`src/rtl/write_buffer_pkg.sv`:
```
// Shared types and default geometry for the DDR write-data staging buffer.
package write_buffer_pkg;

  localparam int WB_DEPTH      = 8;
  localparam int WB_LOG2_DEPTH = 3;
  localparam int WB_DATA_SIZE  = 64;
  localparam int WB_ADDR_SIZE  = 32;
  localparam int WB_TID_SIZE   = 2;
  localparam int WB_CWL        = 5;

  typedef struct packed {
    logic [WB_ADDR_SIZE-1:0] addr;
    logic [WB_DATA_SIZE-1:0] data;
    logic [WB_TID_SIZE-1:0]  tid;
  } write_entry_t;

  typedef logic [1:0] wb_state_t;
  localparam wb_state_t IDLE     = 2'd0;
  localparam wb_state_t WAIT_CWL = 2'd1;
  localparam wb_state_t DRIVE    = 2'd2;
  localparam wb_state_t RESP     = 2'd3;

endpackage

```
`src/rtl/write_buffer_if.sv`:
```
// Host, scheduler, PHY, completion and RAW-lookup signals of the write buffer.
interface write_buffer_if import write_buffer_pkg::*; ();

  logic                    wvalid;
  logic [WB_ADDR_SIZE-1:0] waddr;
  logic [WB_DATA_SIZE-1:0] wdata;
  logic [WB_TID_SIZE-1:0]  wtid;
  logic                    wready;
  logic                    cmd_valid;
  logic [WB_ADDR_SIZE-1:0] cmd_addr;
  logic [WB_TID_SIZE-1:0]  cmd_tid;
  logic                    wr_start;
  logic [WB_DATA_SIZE-1:0] dq_out;
  logic                    dq_oe;
  logic                    bvalid;
  logic [WB_TID_SIZE-1:0]  btid;
  logic                    raw_req;
  logic [WB_ADDR_SIZE-1:0] raw_addr;
  logic                    raw_hit;
  logic [WB_DATA_SIZE-1:0] raw_data;

  modport slave (
    input  wvalid, waddr, wdata, wtid, wr_start, raw_req, raw_addr,
    output wready, cmd_valid, cmd_addr, cmd_tid, dq_out, dq_oe, bvalid, btid,
           raw_hit, raw_data
  );

  modport master (
    output wvalid, waddr, wdata, wtid, wr_start, raw_req, raw_addr,
    input  wready, cmd_valid, cmd_addr, cmd_tid, dq_out, dq_oe, bvalid, btid,
           raw_hit, raw_data
  );

endinterface

```
`src/rtl/write_buffer_wr_latency_fsm.sv`:
```
// Sequences one write: waits CWL cycles after wr_start, drives for one cycle,
// then issues the completion strobe.
module wr_latency_fsm import write_buffer_pkg::*; #(
  parameter int CWL = WB_CWL
) (
  input  logic clk,
  input  logic n_rst,
  input  logic wr_start_i,
  input  logic empty_i,
  output logic idle_o,
  output logic pop_o,
  output logic drive_d_o,
  output logic dq_oe_o,
  output logic bvalid_o
);

  localparam int CNT_W = (CWL > 1) ? $clog2(CWL) : 1;

  wb_state_t        state_q, state_d;
  logic [CNT_W-1:0] cnt_q, cnt_d;
  logic             dq_oe_q, bvalid_q;

  // NOTE: every signal gets a default before the case so no path leaves it
  // unassigned, which would otherwise infer a latch.
  always_comb begin
    state_d = state_q;
    cnt_d   = cnt_q;
    case (state_q)
      IDLE: begin
        if (wr_start_i && !empty_i) begin
          if (CWL == 1) begin
            state_d = DRIVE;
          end else begin
            state_d = WAIT_CWL;
            cnt_d   = CNT_W'(CWL - 1);
          end
        end
      end
      WAIT_CWL: begin
        if (cnt_q == '0) state_d = DRIVE;
        else             cnt_d   = cnt_q - 1'b1;
      end
      DRIVE:   state_d = RESP;
      RESP:    state_d = IDLE;
      default: state_d = IDLE;
    endcase
  end

  // NOTE: sequential state uses non-blocking assignments so every flop samples
  // the pre-edge values regardless of statement order.
  always_ff @(posedge clk or negedge n_rst) begin
    if (!n_rst) begin
      state_q  <= IDLE;
      cnt_q    <= '0;
      dq_oe_q  <= 1'b0;
      bvalid_q <= 1'b0;
    end else begin
      state_q  <= state_d;
      cnt_q    <= cnt_d;
      dq_oe_q  <= (state_d == DRIVE);
      bvalid_q <= (state_d == RESP);
    end
  end

  assign idle_o    = (state_q == IDLE);
  assign pop_o     = (state_q == DRIVE);
  assign drive_d_o = (state_d == DRIVE);
  assign dq_oe_o   = dq_oe_q;
  assign bvalid_o  = bvalid_q;

endmodule

```
`src/rtl/write_buffer.sv`:
```
// In-order write-data staging FIFO feeding the DRAM data path CWL cycles after
// each WRITE command. Optional read-after-write forwarding via RAW_FWD_EN.
module write_buffer import write_buffer_pkg::*; #(
  parameter int DEPTH      = WB_DEPTH,
  parameter int LOG2_DEPTH = WB_LOG2_DEPTH,
  parameter int CWL        = WB_CWL
) (
  input  logic           clk,
  input  logic           n_rst,
  write_buffer_if.slave  bus
);

  write_entry_t            mem_q [DEPTH];
  logic [LOG2_DEPTH-1:0]   wptr_q, rptr_q;
  logic [LOG2_DEPTH:0]     count_q;
  logic [WB_DATA_SIZE-1:0] dq_out_q;
  logic [WB_TID_SIZE-1:0]  btid_q;
  write_entry_t            head;
  logic full, empty, push, pop, idle, drive_d, dq_oe, bvalid;

  assign full  = (count_q == (LOG2_DEPTH + 1)'(DEPTH));
  assign empty = (count_q == '0);
  assign head  = mem_q[rptr_q];

  wr_latency_fsm #(.CWL(CWL)) u_fsm (
    .clk        (clk),
    .n_rst      (n_rst),
    .wr_start_i (bus.wr_start),
    .empty_i    (empty),
    .idle_o     (idle),
    .pop_o      (pop),
    .drive_d_o  (drive_d),
    .dq_oe_o    (dq_oe),
    .bvalid_o   (bvalid)
  );

  // A full buffer still accepts the beat that lands in the slot freed by this edge's pop.
  assign bus.wready = !full || pop;
  assign push       = bus.wvalid && bus.wready;

  always_ff @(posedge clk or negedge n_rst) begin
    if (!n_rst) begin
      // NOTE: storage is cleared on reset because the head slot is visible on
      // cmd_addr/cmd_tid and must read as zero out of reset.
      for (int i = 0; i < DEPTH; i++) mem_q[i] <= '0;
      wptr_q   <= '0;
      rptr_q   <= '0;
      count_q  <= '0;
      dq_out_q <= '0;
      btid_q   <= '0;
    end else begin
      if (push) begin
        mem_q[wptr_q] <= '{addr: bus.waddr, data: bus.wdata, tid: bus.wtid};
        wptr_q        <= wptr_q + 1'b1;
      end
      if (pop) begin
        rptr_q <= rptr_q + 1'b1;
        btid_q <= head.tid;
      end
      if (push && !pop)      count_q <= count_q + 1'b1;
      else if (pop && !push) count_q <= count_q - 1'b1;
      dq_out_q <= drive_d ? head.data : '0;
    end
  end

  assign bus.cmd_valid = !empty && idle;
  assign bus.cmd_addr  = head.addr;
  assign bus.cmd_tid   = head.tid;
  assign bus.dq_out    = dq_out_q;
  assign bus.dq_oe     = dq_oe;
  assign bus.bvalid    = bvalid;
  assign bus.btid      = btid_q;

`ifdef RAW_FWD_EN
  logic                    raw_match;
  logic [WB_DATA_SIZE-1:0] raw_sel;
  logic [LOG2_DEPTH-1:0]   raw_idx;

  // Scan oldest to youngest so the last match wins.
  always_comb begin
    raw_match = 1'b0;
    raw_sel   = '0;
    raw_idx   = '0;
    for (int i = 0; i < DEPTH; i++) begin
      raw_idx = rptr_q + LOG2_DEPTH'(i);
      if (((LOG2_DEPTH + 1)'(i) < count_q) && (mem_q[raw_idx].addr == bus.raw_addr)) begin
        raw_match = 1'b1;
        raw_sel   = mem_q[raw_idx].data;
      end
    end
  end

  assign bus.raw_hit  = bus.raw_req && raw_match;
  assign bus.raw_data = bus.raw_hit ? raw_sel : '0;
`else
  assign bus.raw_hit  = 1'b0;
  assign bus.raw_data = '0;
`endif

endmodule

```
`src/flat_wrapper.sv`:
```
// flat-port wrapper written by rule: the top's interface ports become plain ports
module write_buffer_flat import write_buffer_pkg::*;
#(
  parameter int DEPTH      = WB_DEPTH,
  parameter int LOG2_DEPTH = WB_LOG2_DEPTH,
  parameter int CWL        = WB_CWL
)
  (clk, n_rst, bus_wvalid, bus_waddr, bus_wdata, bus_wtid, bus_wr_start, bus_raw_req, bus_raw_addr, bus_wready, bus_cmd_valid, bus_cmd_addr, bus_cmd_tid, bus_dq_out, bus_dq_oe, bus_bvalid, bus_btid, bus_raw_hit, bus_raw_data);
  write_buffer_if bus_i ();
  input  logic clk;
  input  logic n_rst;
  input wire logic [$bits(bus_i.wvalid)-1:0] bus_wvalid;
  input wire logic [$bits(bus_i.waddr)-1:0] bus_waddr;
  input wire logic [$bits(bus_i.wdata)-1:0] bus_wdata;
  input wire logic [$bits(bus_i.wtid)-1:0] bus_wtid;
  input wire logic [$bits(bus_i.wr_start)-1:0] bus_wr_start;
  input wire logic [$bits(bus_i.raw_req)-1:0] bus_raw_req;
  input wire logic [$bits(bus_i.raw_addr)-1:0] bus_raw_addr;
  output wire logic [$bits(bus_i.wready)-1:0] bus_wready;
  output wire logic [$bits(bus_i.cmd_valid)-1:0] bus_cmd_valid;
  output wire logic [$bits(bus_i.cmd_addr)-1:0] bus_cmd_addr;
  output wire logic [$bits(bus_i.cmd_tid)-1:0] bus_cmd_tid;
  output wire logic [$bits(bus_i.dq_out)-1:0] bus_dq_out;
  output wire logic [$bits(bus_i.dq_oe)-1:0] bus_dq_oe;
  output wire logic [$bits(bus_i.bvalid)-1:0] bus_bvalid;
  output wire logic [$bits(bus_i.btid)-1:0] bus_btid;
  output wire logic [$bits(bus_i.raw_hit)-1:0] bus_raw_hit;
  output wire logic [$bits(bus_i.raw_data)-1:0] bus_raw_data;
  assign bus_i.wvalid = bus_wvalid;
  assign bus_i.waddr = bus_waddr;
  assign bus_i.wdata = bus_wdata;
  assign bus_i.wtid = bus_wtid;
  assign bus_i.wr_start = bus_wr_start;
  assign bus_i.raw_req = bus_raw_req;
  assign bus_i.raw_addr = bus_raw_addr;
  assign bus_wready = bus_i.wready;
  assign bus_cmd_valid = bus_i.cmd_valid;
  assign bus_cmd_addr = bus_i.cmd_addr;
  assign bus_cmd_tid = bus_i.cmd_tid;
  assign bus_dq_out = bus_i.dq_out;
  assign bus_dq_oe = bus_i.dq_oe;
  assign bus_bvalid = bus_i.bvalid;
  assign bus_btid = bus_i.btid;
  assign bus_raw_hit = bus_i.raw_hit;
  assign bus_raw_data = bus_i.raw_data;
  write_buffer #(.DEPTH(DEPTH), .LOG2_DEPTH(LOG2_DEPTH), .CWL(CWL)) u_core (.clk(clk), .n_rst(n_rst), .bus(bus_i));
endmodule
```
`config.mk`:
```
export PLATFORM = sky130hd
export DESIGN_NAME = write_buffer_flat
export DESIGN_NICKNAME = d
export VERILOG_FILES = /design/src/rtl/write_buffer_pkg.sv /design/src/rtl/write_buffer_if.sv /design/src/rtl/write_buffer_wr_latency_fsm.sv /design/src/rtl/write_buffer.sv /design/src/flat_wrapper.sv
export SDC_FILE = /design/constraint.sdc
export NUM_CORES = 1
export LEC_CHECK = 0
export BUFFER_PORTS_ARGS = -buffer_cell sky130_fd_sc_hd__buf_2
export CORE_MARGIN = 3
export CORE_UTILIZATION = 60
export DETAILED_ROUTE_END_ITERATION = 16
export PLACE_DENSITY = 0.84
export SLEW_MARGIN = 20
export SYNTH_ARGS = -nofsm -noshare
export SYNTH_HDL_FRONTEND = slang
export SYNTH_SLANG_ARGS = --single-unit
export TNS_END_PERCENT = 1
```
`constraint.sdc`:
```
create_clock -name clk -period 4 [get_ports clk]
set_input_delay 0.4 -clock clk [delete_from_list [all_inputs] [get_ports clk]]
set_output_delay 0.4 -clock clk [all_outputs]
set_load 0.03 [all_outputs]
```
==> impl_metrics.csv <==
group,metric,value,unit
sta,slew_headroom,0.324,
sta,fin_setup_tns,0,ns
clock_tree,tritoncts,"built",
power,pwr-share-seq,0.403,
power,intPower,26.1,mW
final_layout,areaGrowthSynthToFinish,11.8,%
place,gp_congestion,0.786,
place,dp.cells,3251,
sta,fin_crit,3.02,ns
power,total_power,38.4,mW
clock_tree,htree_levels,3,
clock_tree,clockBufferDepth,3,
detailed_routing,drc_errors,0,
sta,period_share,0.755,
sta,skew,0.0208,ns
detailed_routing,first_iter_violations,1057,
power,clkPwrFrac,0.212,
detailed_routing,drt_pass1_iterations,5,
setup_path,cpLargestDelayFamily,"multiplexers",
power,p_leak,18.3,nW
power,combPwrFrac,0.385,
clock_tree,clockRootBuffer,"clkbuf_16",
global_routing,overflow,0,
die,core-area,0.0624,mm2
synthesis,seq_area_frac_synth,0.568,
setup_path,critPathMaxFanout,57,
synthesis,syn_area,0.0382,mm2
synthesis,ys_seq_elements,867,
global_routing,grt_pass1_vias,23000,
min_path,hp-class,"primary input to flip-flop",
global_routing,grt_antenna_before_repair,20,
global_routing,grt_use_total,0.249,
global_routing,grt_pass1_wl,130000,um
final_layout,fin_nets,2647,
final_layout,layout_common_cells,"dfrtp_1 (864), mux2_2 (782), buf_2 (204), mux4_2 (194), clkbuf_16 (90)",
clock_tree,post_cts_buffers,0,
final_layout,post-route-util,0.684,
setup_path,endpoint_kind,"output port",
setup_path,cp_slowest_cell,"mux4_2",
sta,finalSetupViolCount,0,
sta,hold_viol,0,
final_layout,final_cells,3423,
sta,fmax,0.331,GHz
die,die_h,258,um
power,total_switching_power,12.3,mW
die,num_rows,91,
sta,tightestPinTransition,1.01,ns
sta,slew_viol_final,0,
clock_tree,cts_inserted_buffers,87,
place,place_area,0.0398,mm2
run,maxCapViolCount,0,
detailed_routing,num_vias,20500,
final_layout,design_area,0.0427,mm2
detailed_routing,drt-vias-per-instance,6.00,
setup_path,critPathKind,"flip-flop to output port",
detailed_routing,wire_per_inst,23.7,um
setup_path,startpoint_type,"flip-flop",
setup_path,max_stage_delay,0.58,ns
synthesis,syn_avg_cell_area,16.5,um2
die,die_area,0.0667,mm2
die,die_x,258,um
synthesis,synth_cells,2320,
detailed_routing,wirelength,81300,um
setup_path,crit_chain,"buf_12 > mux4_2 > mux2_2 > buf_2",
die,initial_utilization,0.612,
power,switching_share,0.320,
final_layout,drive_gt1_frac,0.533,
power,ir_drop,0.510,mV
clock_tree,cts_sinks,867,
clock_tree,clock_latency,0.63,ns
detailed_routing,final_antenna_net_count,0,
setup_path,path_buf_inv,2,
die,ios,304,
clock_tree,clkSlewWorstSetupHoldPaths,0.06,ns
sta,rsz0062_at_grt,"false",
place,dp_hpwl,45900,um
final_layout,final_common_cell,"dfrtp_1",
status,status,"finished clean",
setup_path,required,3.60,ns
synthesis,synth_warnings,0,
global_routing,grt_max_degree,115,
place,portBuffers,205,
synthesis,synth.distinct_cells,40,
clock_tree,post_cts_resized,0,
power,p_per_area,899,mW/mm2
setup_path,arrival,2.62,ns
power groups by stage:
stage / clock network, mW / registers [mW] / logic, mW
final: 8.12 / 15.5 / 14.8
after global routing: 8.65 / 15.9 / 15.8
after global placement: 0 / 15.0 / 14.4
after CTS: 8.28 / 15.4 / 15.0
after floorplan: 0 / 14.9 / 11.6
after detailed placement: 0 / 15.5 / 14.9
sequential cells by signal, indices dropped and copies added, names as in the netlist:
signal / cells
u_core.bus.btid: 2
u_core.u_fsm.cnt_q: 3
u_core.u_fsm.dq_oe_o: 1
u_core.count_q: 4
u_core.rptr_q: 3
u_core.wptr_q: 3
u_core.u_fsm.state_q: 2
u_core.bus.dq_out: 64
u_core.mem_q: 784
u_core.u_fsm.bvalid_o: 1
through the flow:
| stage | setup WS [ns] | hold slack (ns) |
|---|---|---|
| final | 0.981 | 0.0894 |
| after CTS | 0.920 | 0.0543 |
| after detailed placement | 1.33 | 0.474 |
| after global routing | 0.878 | 0.0695 |
| after floorplan | 1.09 | 0.104 |
| after global placement | 1.40 | 0.462 |
path summary, 6_finish.rpt:
path | from | to | slack, ns | depth (start not counted)
worst max register to register | u_core.u_fsm.state_q[0] | u_core.count_q[3] | 1.30 | 10
worst max-delay path | u_core.rptr_q[0] | bus_cmd_addr[12] | 0.98 | 4
worst min register to register | u_core.mem_q[358] | u_core.mem_q[358] | 0.49 | 1
min in group asynchronous | n_rst | u_core.bus.dq_out[20] | 0.44 | 2
worst min-delay path | bus_wdata[59] | u_core.mem_q[257] | 0.09 | 2
max in group asynchronous | n_rst | u_core.bus.dq_out[29] | 2.30 | 3
final cells by class:
type	instances	area (um2)
sequential	867	21700
fill	4053	19700
multi-input combinational	1290	15400
clock buffer	130	2560
timing repair buffer	249	1630
tap	837	1050
clock inverter	24	292
antenna	17	42.5
inverter	9	33.8
cell families after synthesis:
family,share of synthesized area
other cells,0.0000982
buf+inv,0.0365
flops,0.568
compound gates,0.00331
mux,0.375
xor+xnor,0.00138
simple gates,0.0131
fa+ha+maj,0.00282
cell usage after synthesis (all sizes together):
cell / count / area, um2
mux2i: 73 / 731
nor2: 68 / 270
nor3b: 2 / 20.0
a21o: 2 / 15.0
inv: 9 / 33.8
nor3: 7 / 51.3
fa: 1 / 20.0
conb: 1 / 3.75
nand2b: 1 / 13.8
dfrtp: 867 / 21700
o31a: 1 / 8.76
nor2b: 5 / 31.3
nand3: 5 / 25.0
buf: 196 / 1280
mux2: 818 / 9210
a31o: 1 / 17.5
mux4: 194 / 4370
o31ai: 2 / 15.0
ha: 7 / 87.6
and3: 1 / 6.26
clkbuf: 22 / 82.6
a22o: 2 / 17.5
a2111oi: 1 / 8.76
o21bai: 1 / 7.51
a31oi: 1 / 6.26
a21oi: 1 / 5.00
and3b: 1 / 8.76
nor4: 1 / 6.26
nand2: 18 / 67.6
o21ai: 5 / 25.0
xnor2: 6 / 52.6
repair_timing:
item,4_1_cts,5_1_grt
endpoints found under the setup margin,0,0
endpoints found under the hold margin,95,0
hold buffers,1,0
routing by layer:
layer  wire, um  global-route usage  vias up
met4       1920              0.0795       12
met3       3910              0.0448      132
met1      33200               0.320    11100
met5         69                   0        -
li1           -                   -     8780
met2      42200               0.435      466
Power figures use the tool's default switching activity.
